$ cat config.mk
export PLATFORM = sky130hd
export DESIGN_NAME = pwm_count_compare
export DESIGN_NICKNAME = d
export VERILOG_FILES = /design/src/rtl/pwm_count_compare.sv
export SDC_FILE = /design/constraint.sdc
export NUM_CORES = 1
export LEC_CHECK = 0
export BUFFER_PORTS_ARGS = -buffer_cell sky130_fd_sc_hd__buf_2
export CAP_MARGIN = 20
export CORE_UTILIZATION = 56
export CTS_CLUSTER_DIAMETER = 40
export DETAILED_ROUTE_END_ITERATION = 7
export HOLD_SLACK_MARGIN = 0.1
export PLACE_DENSITY = 0.86
export SLEW_MARGIN = 20
export SYNTH_ARGS = -nofsm -noshare
export SYNTH_HDL_FRONTEND = slang
export SYNTH_SLANG_ARGS = --single-unit
$ cat constraint.sdc
create_clock -name clk -period 2.1 [get_ports clk]
set_input_delay 0.21 -clock clk [delete_from_list [all_inputs] [get_ports clk]]
set_output_delay 0.21 -clock clk [all_outputs]
set_load 0.01 [all_outputs]
$ cat src/rtl/pwm_count_compare.sv
// pwm_count_compare: compares an upstream wrap counter against a duty threshold applied only at wrap, with period-aligned start/stop.
// Optional count-continuity checker enabled by defining PWM_COUNT_CHECK_EN.
module pwm_count_compare #(
  parameter int WIDTH  = 4,
  parameter int PCNT_W = 8
) (
  input  logic              clk,
  input  logic              rst,
  input  logic [WIDTH-1:0]  count,
  input  logic              enable,
  input  logic [WIDTH:0]    duty_in,
  input  logic              duty_valid,
  output logic              duty_ready,
  output logic              pwm_out,
  output logic              period_done,
  output logic [PCNT_W-1:0] period_cnt,
  output logic              busy,
  output logic              count_err
);
  typedef enum logic [1:0] {IDLE, ARMED, RUN, DRAIN} state_t;
  localparam logic [WIDTH-1:0] MAX  = '1;
  localparam logic [WIDTH:0]   FULL = {1'b1, {WIDTH{1'b0}}};
  state_t state_q, state_d;
  logic pwm_q, pwm_d, done_q, done_d, busy_q, busy_d, pend_q, pend_d;
  logic [PCNT_W-1:0] pcnt_q, pcnt_d;
  logic [WIDTH:0] act_q, act_d, pending_q, pending_d;
  logic wrap, active, arm, xfer;
  assign wrap   = count == MAX;
  assign active = state_q == RUN || state_q == DRAIN;
  assign arm    = state_q == IDLE && enable;
  assign xfer   = duty_valid && !pend_q;
  always_comb begin
    state_d = state_q;
    case (state_q)
      IDLE:    state_d = enable ? ARMED : IDLE;
      ARMED:   state_d = !enable ? IDLE : wrap ? RUN : ARMED;
      RUN:     state_d = enable ? RUN : DRAIN;
      DRAIN:   state_d = enable ? RUN : wrap ? IDLE : DRAIN;
      default: state_d = IDLE;
    endcase
  end
  // a transfer in a wrap cycle only fills the pending slot; it applies at the next wrap
  always_comb begin
    pwm_d     = active && ({1'b0, count} < act_q);
    done_d    = active && wrap;
    pcnt_d    = arm ? '0 : done_d ? pcnt_q + PCNT_W'(1) : pcnt_q;
    busy_d    = state_d != IDLE;
    act_d     = (wrap && pend_q) ? pending_q : act_q;
    pend_d    = xfer ? 1'b1 : wrap ? 1'b0 : pend_q;
    pending_d = xfer ? ((duty_in > FULL) ? FULL : duty_in) : pending_q;
  end
  always_ff @(posedge clk or posedge rst) begin
    if (rst) begin
      state_q   <= IDLE;
      pwm_q     <= 1'b0;
      done_q    <= 1'b0;
      busy_q    <= 1'b0;
      pend_q    <= 1'b0;
      pcnt_q    <= '0;
      act_q     <= '0;
      pending_q <= '0;
    end else begin
      state_q   <= state_d;
      pwm_q     <= pwm_d;
      done_q    <= done_d;
      busy_q    <= busy_d;
      pend_q    <= pend_d;
      pcnt_q    <= pcnt_d;
      act_q     <= act_d;
      pending_q <= pending_d;
    end
  end
  assign duty_ready  = !pend_q;
  assign pwm_out     = pwm_q;
  assign period_done = done_q;
  assign period_cnt  = pcnt_q;
  assign busy        = busy_q;
`ifdef PWM_COUNT_CHECK_EN
  logic [WIDTH-1:0] prev_count_q, prev_count_d;
  logic err_q, err_d, first_q, first_d;
  // first ARMED cycle is skipped because count was unconstrained while idle
  always_comb begin
    prev_count_d = count;
    first_d      = arm;
    err_d        = arm ? 1'b0 :
                   (state_q != IDLE && !first_q && count != prev_count_q + WIDTH'(1)) ? 1'b1 : err_q;
  end
  always_ff @(posedge clk or posedge rst) begin
    if (rst) begin
      prev_count_q <= '0;
      first_q      <= 1'b0;
      err_q        <= 1'b0;
    end else begin
      prev_count_q <= prev_count_d;
      first_q      <= first_d;
      err_q        <= err_d;
    end
  end
  assign count_err = err_q;
`else
  assign count_err = 1'b0;
`endif
endmodule

# Word-level counts from Yosys, hierarchy flattened
# Cells that the tools add are included.
# totals
ff_bits	24
output_inout_bits	13
inputBits	13
# op_classes
magnitude_cmp	2
n_mux	12
add_sub_neg	1
n_eq_ne	4
reduce_logical	11
# ops
cell	n
$mux 8	2
$add 8x1->8 const B	1
$mux 2	4
$pmux 2 s4	1
$reduce_bool 2->1	3
$gt 5x5->1 const B	1
$logic_and 1x1->1	5
$lt 4x5->1	1
$mux 5	1
$eq 2x2->1 const B	2
$eq 4x4->1 const B	1
$mux 1	4
$eq 2x1->1 const B	1
$logic_not 2->1	1
$logic_not 1->1	1
$logic_or 1x1->1	1

# Depth between registers and ports, before layout
# Gate-level depths: netlist of run 1.
# logic_depth
word_depth	5
ltp_mapped	5

# Worst setup path before layout of run 1
# Ideal clock, no wire load.
# synth_path
path_kind	register to register
start	register pcnt_q[0] (netlist: period_cnt[0])
end	register pcnt_q[4] (netlist: period_cnt[4])
path_stages_with_launch	6
t_arrival_ns	1.110
t_required_ns	1.982
setup_ns	0.118
slack_ns	0.872
cell_sequence	dfrtp_1 -> ha_1 -> and4_2 -> nand2_1 -> xor2_1 -> nor2_1
# synth_between
elab_chain_cells	3
# synth_lines
item	line	rtl
from (decl)	25	logic [PCNT_W-1:0] pcnt_q, pcnt_d;
from (signal assigned)	68	pcnt_q <= pcnt_d;
$add 8x1->8	46	pcnt_d = arm ? '0 : done_d ? pcnt_q + PCNT_W'(1) : pcnt_q;
$mux 8 (2 in series)	46	
# No other way between the ends. The select of a mux whose other input is x is not followed.
# A chain may end at the register's enable or synchronous reset.

# Worst setup path after layout of run 1
# Same ends and word-level chain as after synthesis.

==> flow_summary.toml, run 1 <==
[yosys]
synth_simple_gate_area_share = 0.188
synthesis.instances = 103
yosys_register_bits = 24
synth_compound_gate_area_share = 0.0751
synth.yosys.warnings = 0
share_of_synthesized_cell_area_in_full_adder_half_adder_and_majority_cells = 0.0442
yosysUniqueCellTypes = 28
synth.avg_cell_area_um2 = 11.0
syn-num-nets = 120
async_flop_share = 1.00
mappedNetlistArea_um2 = 1130
synth.area.mux_share = 0.0818
synth-edff-count = 0
synthXorXnorAreaFrac = 0.0309
synth-seq-area-share = 0.530
commonest_register_cell_after_synthesis = "dfrtp_1"
dominant_combinational_cell_family_by_area_after_synthesis = "simple AND/OR/NAND/NOR gates"

[setup_path]
critical_path_required_ps = 2320
critical_path.max_stage_delay_ps = 440
crit_path_top_delay_cell = "dfrtp_1"
path_max_fanout = 5
cp_cell_sequence = "ha_1 > and4_2 > nand2_1 > xor2_1 > nor2_1"
worstSetupEndpointType = "flop"
arrival_time_of_the_worst_setup_path_ps = 1500
worst_setup_path_start_kind = "flop"
setup.worst_path.class = "flop to flop"

[cells_and_area]
n_antenna_cell = 0
drive_above_1_share = 0.302
synthToLayoutAreaGrowth_pct = 14.5
design_area_um2 = 1300
fillers = 140
final_cell_mix = "dfrtp_1, buf_2, nand2_1"
area.sequential_um2 = 601
multiInputGateArea_um2 = 479
total_nets_final = 148

[grt]
initial_antenna_violation_count = 0
grt_use_total = 0.209
number_of_global_route_vias_before_repair = 779
largest_net_degree_at_the_start_of_global_routing = 25
grt_overflow = 0
first_pass_grt_wire_length_um = 3170

[clock_tree]
worst_skew_pair.late_latency_ps = 310
cts.repair_timing.setup_buffer_count = 0
clk_pin_slew_ps = 120
clockRootBuffer = "clkbuf_4"
cts_tree = "done"
clock-sinks = 24
htree_num_levels = 1
cts_buffers = 3
clk_path_buf_depth = 2

[placed_design]
place_congestion = 0.777
place_area_um2 = 1250
hpwl_um = 1530
buffer_ports.inserted = 24

[die]
chipHeight_um = 47.0
die_width_um = 47.0
top_level_ports = 26
floorplan.initialDensity = 0.628
fp.dieArea_um2 = 2210
placementRows = 15
core_area_um2 = 1800

[sta]
hold_violations = 0
max_slew_margin = 0.410
worstMarginPinSlew_ps = 885
max_freq_ghz = 0.783
hold-worst-slack_ps = 130
final_min_period_over_clock_period = 0.608
rsz_0062_raised_after_global_routing = "false"
final-setup-viol-count = 0
timing.final.crit_period_ps = 1280
totalNegativeSetupSlack_ps = 0
fin_skew_ps = 9.32
final_max_slew_viol_count = 0

[drt]
first_pass_iters = 4
post_drt_via_cell_ratio = 5.14
route.vias.total = 791
detailedRoute.firstIterationViolations = 4
antenna_violating_nets_left = 0
wire_per_inst_um = 12.6
wirelength_um = 1940
drc_errors = 0

[pwr]
power-per-cell-area_nw_per_um2 = 834
max-vdd-ir-drop_uv = 529
p_leak_nw = 0.679

[flow_run]
max_cap_viol_count = 0

[status]
run_status = "complete, no violations"

[worst_hold_path]
class_of_the_tightest_hold_or_removal_check = "input pin to flop"
-- stage by stage --
step	setup WS (ps)	instances	power (mW)	util
5_1_grt	712	154	1.15	0.719
2_1_floorplan	872	103	0.825	-
6_report	823	154	1.08	0.719
4_1_cts	822	153	1.09	0.714
3_3_place_gp	722	149	0.874	0.696
3_5_place_dp	650	149	0.895	0.696
-- report_power, final --
group          switching, mW  total (mW)  internal (mW)  leakage [nW]
clock                  0.128       0.195         0.0671        0.0138
combinational          0.120       0.249          0.130         0.353
sequential            0.0792       0.636          0.557         0.312
total                  0.327        1.08          0.754         0.679
-- cell usage after synthesis, types with 2 or more instances --
master	instances	area share
mux2_2	6	0.060
xor2_1	3	0.023
nand2_1	12	0.040
and2_1	2	0.011
ha_1	4	0.044
nand2b_1	7	0.039
a21oi_1	2	0.0088
nor2_1	4	0.013
dfrtp_1	24	0.53
nand3_1	6	0.027
inv_1	6	0.020
buf_6	2	0.020
nand4_1	3	0.017
o21a_1	3	0.020
o21ai_0	6	0.027
-- what timing repair did --
action,CTS,global route
hold buffers,1,1
gates resized for setup,0,0
endpoints found under the setup margin,0,0
hold endpoints to repair,12,1
-- worst max-delay path, delay by kind of cell (launching register included) --
family,cells,cell delay [ps]
xor+xnor,1,150
fa+ha+maj,1,240
flops,1,440
simple gates,3,340
-- layer usage --
metal  vias up  part of all wire  GRT usage
li1        399                 -          -
met1       371              0.46      0.243
met2        18              0.50      0.386
met3         3             0.031     0.0269
met4         0             0.012     0.0857
met5         -                 0          0
-- logic make-up (layout without fill, tap and decap cells) --
| group | after synthesis | after routing |
|---|---|---|
| AOI/OAI and AO/OA | 14 | 14 |
| adders and majority gates | 4 | 4 |
| DFF | 24 | 24 |
| buffers and inverters | 9 | 35 |
| other | 1 | 1 |
| muxes | 8 | 8 |
| xor gates and xnor gates | 4 | 4 |
| and+or+nand+nor | 39 | 39 |
-- path summary, 6_finish.rpt --
kind / from / end / slack, ps / cells after the start
worst min register to register: state_q[0]$_DFF_PP0_ / state_q[0]$_DFF_PP0_ / 480 / 1
worst max register to register: period_cnt[0]$_DFFE_PP0P_ / period_cnt[4]$_DFFE_PP0P_ / 820 / 5
max in group asynchronous: rst / pend_q$_DFFE_PP0P_ / 940 / 3
worst max-delay path: period_cnt[0]$_DFFE_PP0P_ / period_cnt[4]$_DFFE_PP0P_ / 820 / 5
min in group asynchronous: rst / period_done$_DFF_PP0_ / 610 / 3
worst min-delay path: duty_in[3] / pending_q[3]$_DFFE_PP0P_ / 130 / 3
-- sequential cells by signal (all words and copies together), names as in the netlist --
| name | flops |
|---|---|
| pending_q | 5 |
| period_done | 1 |
| pend_q | 1 |
| state_q | 2 |
| pwm_out | 1 |
| busy | 1 |
| period_cnt | 8 |
| act_q | 5 |
-- area by class of cell --
cell class	count	share of cell area
clock buffer	3	0.0174
inverter	6	0.0174
multi-input combinational	70	0.370
sequential	24	0.463
tap	25	0.0241
timing repair buffer	26	0.108
No activity file was read; power rests on OpenSTA's default activity.
==> run 2: changes to the inputs <==
--- a/config.mk
+++ b/config.mk
@@ -7,11 +7,11 @@
 export LEC_CHECK = 0
 export BUFFER_PORTS_ARGS = -buffer_cell sky130_fd_sc_hd__buf_2
 export CAP_MARGIN = 20
-export CORE_UTILIZATION = 56
+export CORE_UTILIZATION = 52
 export CTS_CLUSTER_DIAMETER = 40
 export DETAILED_ROUTE_END_ITERATION = 7
 export HOLD_SLACK_MARGIN = 0.1
-export PLACE_DENSITY = 0.86
+export PLACE_DENSITY = 0.81
 export SLEW_MARGIN = 20
 export SYNTH_ARGS = -nofsm -noshare
 export SYNTH_HDL_FRONTEND = slang
==> constraint.sdc (replaced) <==
create_clock -name clk -period 1.25 [get_ports clk]
set_input_delay 0.125 -clock clk [delete_from_list [all_inputs] [get_ports clk]]
set_output_delay 0.125 -clock clk [all_outputs]
set_load 0.01 [all_outputs]
==> run 2 against run 1 <==
Die area increased by 7.4%. Via count rose by 9.6%. Highest routed layer unchanged. Routed wire length is 9.7% higher. Clock skew increased by 2.7 ps. Maximum frequency grew 2.2%. Cell count is 9.7% higher. Cell area increased by 9.9%. Flip-flop and latch count unchanged. Setup slack got worse by 820 ps. Critical path type unchanged. Global-route usage fell by 0.74 points.
==> flow_summary.toml, run 2 (synthesis gave the netlist of run 1 again) <==
[status]
run_status = "complete, no violations"

[worst_hold_path]
class_of_the_tightest_hold_or_removal_check = "input pin to flop"
hold-path-cell-count = 4
hold_path.startpoint = "count[3]"

[sta]
hold-worst-slack_ps = 286
rsz_0062_raised_after_global_routing = "true"
fin_skew_ps = 12.0
final_max_slew_viol_count = 0
setup_ws_ps = 0.433
max_freq_ghz = 0.800
final_min_period_over_clock_period = 1.00
hold_violations = 0
timing.final.crit_period_ps = 1250
final-setup-viol-count = 0

[setup_path]
arrival_time_of_the_worst_setup_path_ps = 1500
path_max_fanout = 2
critical_path_required_ps = 1500
worst_setup_path_start_kind = "flop"
cp_cell_sequence = "inv_1 > ha_1 > a211o_1 > a21oi_2 > o21a_1"
launch_point_of_the_worst_path = "act_q[1]$_DFFE_PP0P_"
critical_path.max_stage_delay_ps = 360
crit_path_top_delay_cell = "dfrtp_1"
regToRegStartpoint = "act_q[1]$_DFFE_PP0P_"
worstSetupEndpointType = "flop"
critical_path_depth = 5
setup.worst_path.class = "flop to flop"
cp.buffers_inverters = 1
ff2ff_path_depth = 5
crit_family = "compound AO/OA/AOI/OAI gates"

[placed_design]
dp_slack_ps = -4.83
place_area_um2 = 1290
buffer_ports.inserted = 24
place_congestion = 0.794
placed_cells = 156
hpwl_um = 1550

[cells_and_area]
utilization = 0.712
final_cells = 169
area.sequential_um2 = 602
final_cell_mix = "buf_2, dfrtp_1, nand2_1"
n_antenna_cell = 0
layout_commonest_cell = "buf_2"
multiInputGateArea_um2 = 485
total_nets_final = 160
fillers = 154
largest_reg_flops = 8
design_area_um2 = 1430
synthToLayoutAreaGrowth_pct = 25.9
drive_above_1_share = 0.345

[clock_tree]
clock-sinks = 24
cts_tree = "done"
clk_pin_slew_ps = 120
worst_skew_pair.late_latency_ps = 320
cts_buffers = 3
clk_path_buf_depth = 2
clockRootBuffer = "clkbuf_4"
htree_num_levels = 1

[die]
chipHeight_um = 48.7
fp.dieArea_um2 = 2370
placementRows = 16
top_level_ports = 26
floorplan.initialDensity = 0.566
core_area_um2 = 2000
die_width_um = 48.7

[grt]
grt_overflow = 0
number_of_global_route_vias_before_repair = 908
initial_antenna_violation_count = 0
largest_net_degree_at_the_start_of_global_routing = 25
grt_use_total = 0.202
first_pass_grt_wire_length_um = 3730

[drt]
detailedRoute.firstIterationViolations = 10
first_pass_iters = 3
antenna_violating_nets_left = 0
wire_per_inst_um = 12.6
route.vias.total = 867
drc_errors = 0
post_drt_via_cell_ratio = 5.13
wirelength_um = 2130

[pwr]
power-per-cell-area_nw_per_um2 = 1380
max-vdd-ir-drop_uv = 1120
p_leak_nw = 0.738

[flow_run]
max_cap_viol_count = 0
==> run 2: cell type report <==
type / count / share of cell area
timing repair buffer: 38 / 0.172
sequential: 24 / 0.422
multi-input combinational: 70 / 0.341
clock buffer: 4 / 0.0255
inverter: 6 / 0.0158
tap: 27 / 0.0237
==> run 2: timing repair <==
action | in CTS | in global routing
buffers inserted | 0 | 1
gates resized for setup | 1 | 2
hold endpoints to repair | 31 | 0
endpoints found under the setup margin | 1 | 4
hold buffers | 8 | 0
==> run 2: path summary, 6_finish.rpt <==
| path | endpoint | slack, ps |
|---|---|---|
| worst max-delay path | pwm_out$_DFF_PP0_ | 0.4 |
| worst min-delay path | pwm_out$_DFF_PP0_ | 290 |
| worst min register to register | state_q[0]$_DFF_PP0_ | 480 |
| min in group asynchronous | period_cnt[7]$_DFFE_PP0P_ | 380 |
| max in group asynchronous | state_q[1]$_DFF_PP0_ | 610 |
| worst max register to register | pwm_out$_DFF_PP0_ | 0.4 |
==> run 2: layer usage <==
layer | global-route usage | routed length, um | up-vias
met2 | 0.350 | 1090 | 22
met5 | 0 | 0 | -
met3 | 0.0377 | 61 | 8
li1 | - | - | 425
met1 | 0.232 | 929 | 412
met4 | 0.113 | 50 | 0
==> run 2: worst reg2reg max path: cells and delay by family, from the launching register on <==
kind                       cells  cell delay [ps]
AOI/OAI and AO/OA              3              520
buffers and inverters          1               50
adders and majority gates      1              270
DFF                            1              360
==> run 2: where the power goes <==
part	switching (mW)	internal [mW]
logic	0.236	0.277
clock network	0.229	0.178
registers	0.111	0.939
==> run 2: stage by stage <==
stage | power, mW | TNS (ps)
final | 1.97 | 0
after CTS | 1.98 | -13.6
after global placement | 1.51 | 0
after floorplan | 1.39 | 0
after detailed placement | 1.55 | -4.83
after global routing | 2.08 | -65.5
==> run 3: changes to the inputs <==
--- a/config.mk
+++ b/config.mk
@@ -7,11 +7,11 @@
 export LEC_CHECK = 0
 export BUFFER_PORTS_ARGS = -buffer_cell sky130_fd_sc_hd__buf_2
 export CAP_MARGIN = 20
-export CORE_UTILIZATION = 52
+export CORE_UTILIZATION = 56
 export CTS_CLUSTER_DIAMETER = 40
 export DETAILED_ROUTE_END_ITERATION = 7
 export HOLD_SLACK_MARGIN = 0.1
-export PLACE_DENSITY = 0.81
+export PLACE_DENSITY = 0.86
 export SLEW_MARGIN = 20
 export SYNTH_ARGS = -nofsm -noshare
 export SYNTH_HDL_FRONTEND = slang
==> constraint.sdc (replaced) <==
create_clock -name clk -period 1.6 [get_ports clk]
set_input_delay 0.16 -clock clk [delete_from_list [all_inputs] [get_ports clk]]
set_output_delay 0.16 -clock clk [all_outputs]
set_load 0.01 [all_outputs]
==> run 3 against run 2 <==
Cell area shrank 8.0%. First-iteration DRC count grew 130%. Clock power shrank 39%. Routed wire length shrank 4.8%. Clock-buffer cell count shrank 1. Cell count shrank 7.7%. Via count shrank 4.6%. Power shrank 28%. Die area shrank 6.9%. Non-clock buffer count shrank 10. Worst hold slack lost 180 ps. Critical endpoint is now period_cnt[4]$_DFFE_PP0P_. Largest power group unchanged. Highest routed layer unchanged.
==> flow_summary.toml, run 3 (synthesis gave the netlist of run 1 again) <==
[setup_path]
worstSetupEndpointType = "flop"
r2r_setup_slack_ps = 310
crit_path_top_delay_cell = "dfrtp_1"
launch_point_of_the_worst_path = "period_cnt[0]$_DFFE_PP0P_"
worst_setup_path_start_kind = "flop"
critical_path_depth = 5
crit_family = "flip-flops"
path_max_fanout = 5
critical_path_required_ps = 1800
cp_cell_sequence = "ha_1 > and4_2 > nand2_1 > xor2_1 > nor2_1"
crit_path_end = "period_cnt[4]$_DFFE_PP0P_"
r2r_end = "period_cnt[4]$_DFFE_PP0P_"
cp.buffers_inverters = 0
arrival_time_of_the_worst_setup_path_ps = 1490
ff2ff_path_depth = 5
critical_path.max_stage_delay_ps = 450
regToRegStartpoint = "period_cnt[0]$_DFFE_PP0P_"
setup.worst_path.class = "flop to flop"

[cells_and_area]
total_nets_final = 150
final_cell_mix = "dfrtp_1, buf_2, nand2_1"
n_antenna_cell = 0
largest_reg_flops = 8
fillers = 136
final_cells = 156
area.sequential_um2 = 601
synthToLayoutAreaGrowth_pct = 15.8
drive_above_1_share = 0.313
multiInputGateArea_um2 = 479
utilization = 0.728

[clock_tree]
htree_num_levels = 1
cts_buffers = 3
clock-sinks = 24
cts_tree = "done"
clk_path_buf_depth = 2
worst_skew_pair.late_latency_ps = 300
clk_pin_slew_ps = 120
cts.repair_timing.setup_buffer_count = 0
clockRootBuffer = "clkbuf_4"

[drt]
wirelength_um = 2020
drc_errors = 0
antenna_violating_nets_left = 0
first_pass_iters = 4
wire_per_inst_um = 13.0
detailedRoute.firstIterationViolations = 23
post_drt_via_cell_ratio = 5.30
route.vias.total = 827

[status]
run_status = "complete, no violations"

[grt]
grt_use_total = 0.226
initial_antenna_violation_count = 0
grt_overflow = 0
largest_net_degree_at_the_start_of_global_routing = 25
first_pass_grt_wire_length_um = 3520
number_of_global_route_vias_before_repair = 802

[sta]
fin_skew_ps = 0.488
max_freq_ghz = 0.774
totalNegativeSetupSlack_ps = 0
timing.final.crit_period_ps = 1290
final-setup-viol-count = 0
final_max_slew_viol_count = 0
setup_ws_ps = 308
final_min_period_over_clock_period = 0.807
rsz_0062_raised_after_global_routing = "false"
hold_violations = 0

[placed_design]
dp_slack_ps = 338
placed_cells = 151
place_congestion = 0.755
hpwl_um = 1560
buffer_ports.inserted = 24

[flow_run]
max_cap_viol_count = 0

[die]
chipHeight_um = 47.0
placementRows = 15
top_level_ports = 26
die_width_um = 47.0
fp.dieArea_um2 = 2210
floorplan.initialDensity = 0.628
core_area_um2 = 1800

[pwr]
p_leak_nw = 0.689
max-vdd-ir-drop_uv = 952
power-per-cell-area_nw_per_um2 = 1080

[worst_hold_path]
class_of_the_tightest_hold_or_removal_check = "input pin to flop"
==> run 3: worst min-delay path: stages <==
cell	delay, ps
buf_2	90
nand2b_1	50
o21ai_0	70
==> run 3: worst min-delay path by stage <==
stage | startpoint | endpoint | slack [ps] | cells after the start
6_report | duty_in[2] | pending_q[2]$_DFFE_PP0P_ | 100 | 3
5_1_grt | duty_in[4] | pending_q[4]$_DFFE_PP0P_ | 110 | 2
4_1_cts | duty_in[2] | pending_q[2]$_DFFE_PP0P_ | 100 | 3
3_5_place_dp | rst | period_cnt[7]$_DFFE_PP0P_ | 210 | 3
3_3_place_gp | rst | period_done$_DFF_PP0_ | 210 | 3
2_1_floorplan | rst | act_q[0]$_DFFE_PP0P_ | 170 | 1
==> run 3: power breakdown <==
group | internal, mW | switching [mW] | leakage [nW]
sequential | 0.730 | 0.104 | 0.312
combinational | 0.174 | 0.163 | 0.364
clock | 0.0877 | 0.161 | 0.0138
total | 0.992 | 0.428 | 0.689
==> run 3: layout make-up <==
cell class              count  area share
flip-flops and latches     24       0.458
multi-input cells          70       0.365
repair buffers             28       0.118
well taps                  25      0.0239
clock buffers               3      0.0172
inverters                   6      0.0172
==> run 3: what timing repair did <==
| action | in CTS | in global routing |
|---|---|---|
| gates resized for setup | 0 | 0 |
| hold buffers | 2 | 0 |
| hold endpoints to repair | 25 | 0 |
| setup endpoints to repair | 0 | 0 |
==> run 3: through the flow <==
stage	hold WS, ps	total power [mW]	cell area [um2]
floorplan	175	1.08	1130
global placement	209	1.15	1270
detailed placement	214	1.17	1270
CTS	103	1.42	1310
global route	111	1.52	1310
finish	103	1.42	1310
==> run 3: metal layers <==
| metal | up-vias | GRT usage | part of all wire |
|---|---|---|---|
| met5 | - | 0 | 0 |
| met4 | 0 | 0.0629 | 0.013 |
| li1 | 403 | - | - |
| met2 | 20 | 0.356 | 0.48 |
| met1 | 400 | 0.323 | 0.47 |
| met3 | 4 | 0.0423 | 0.034 |
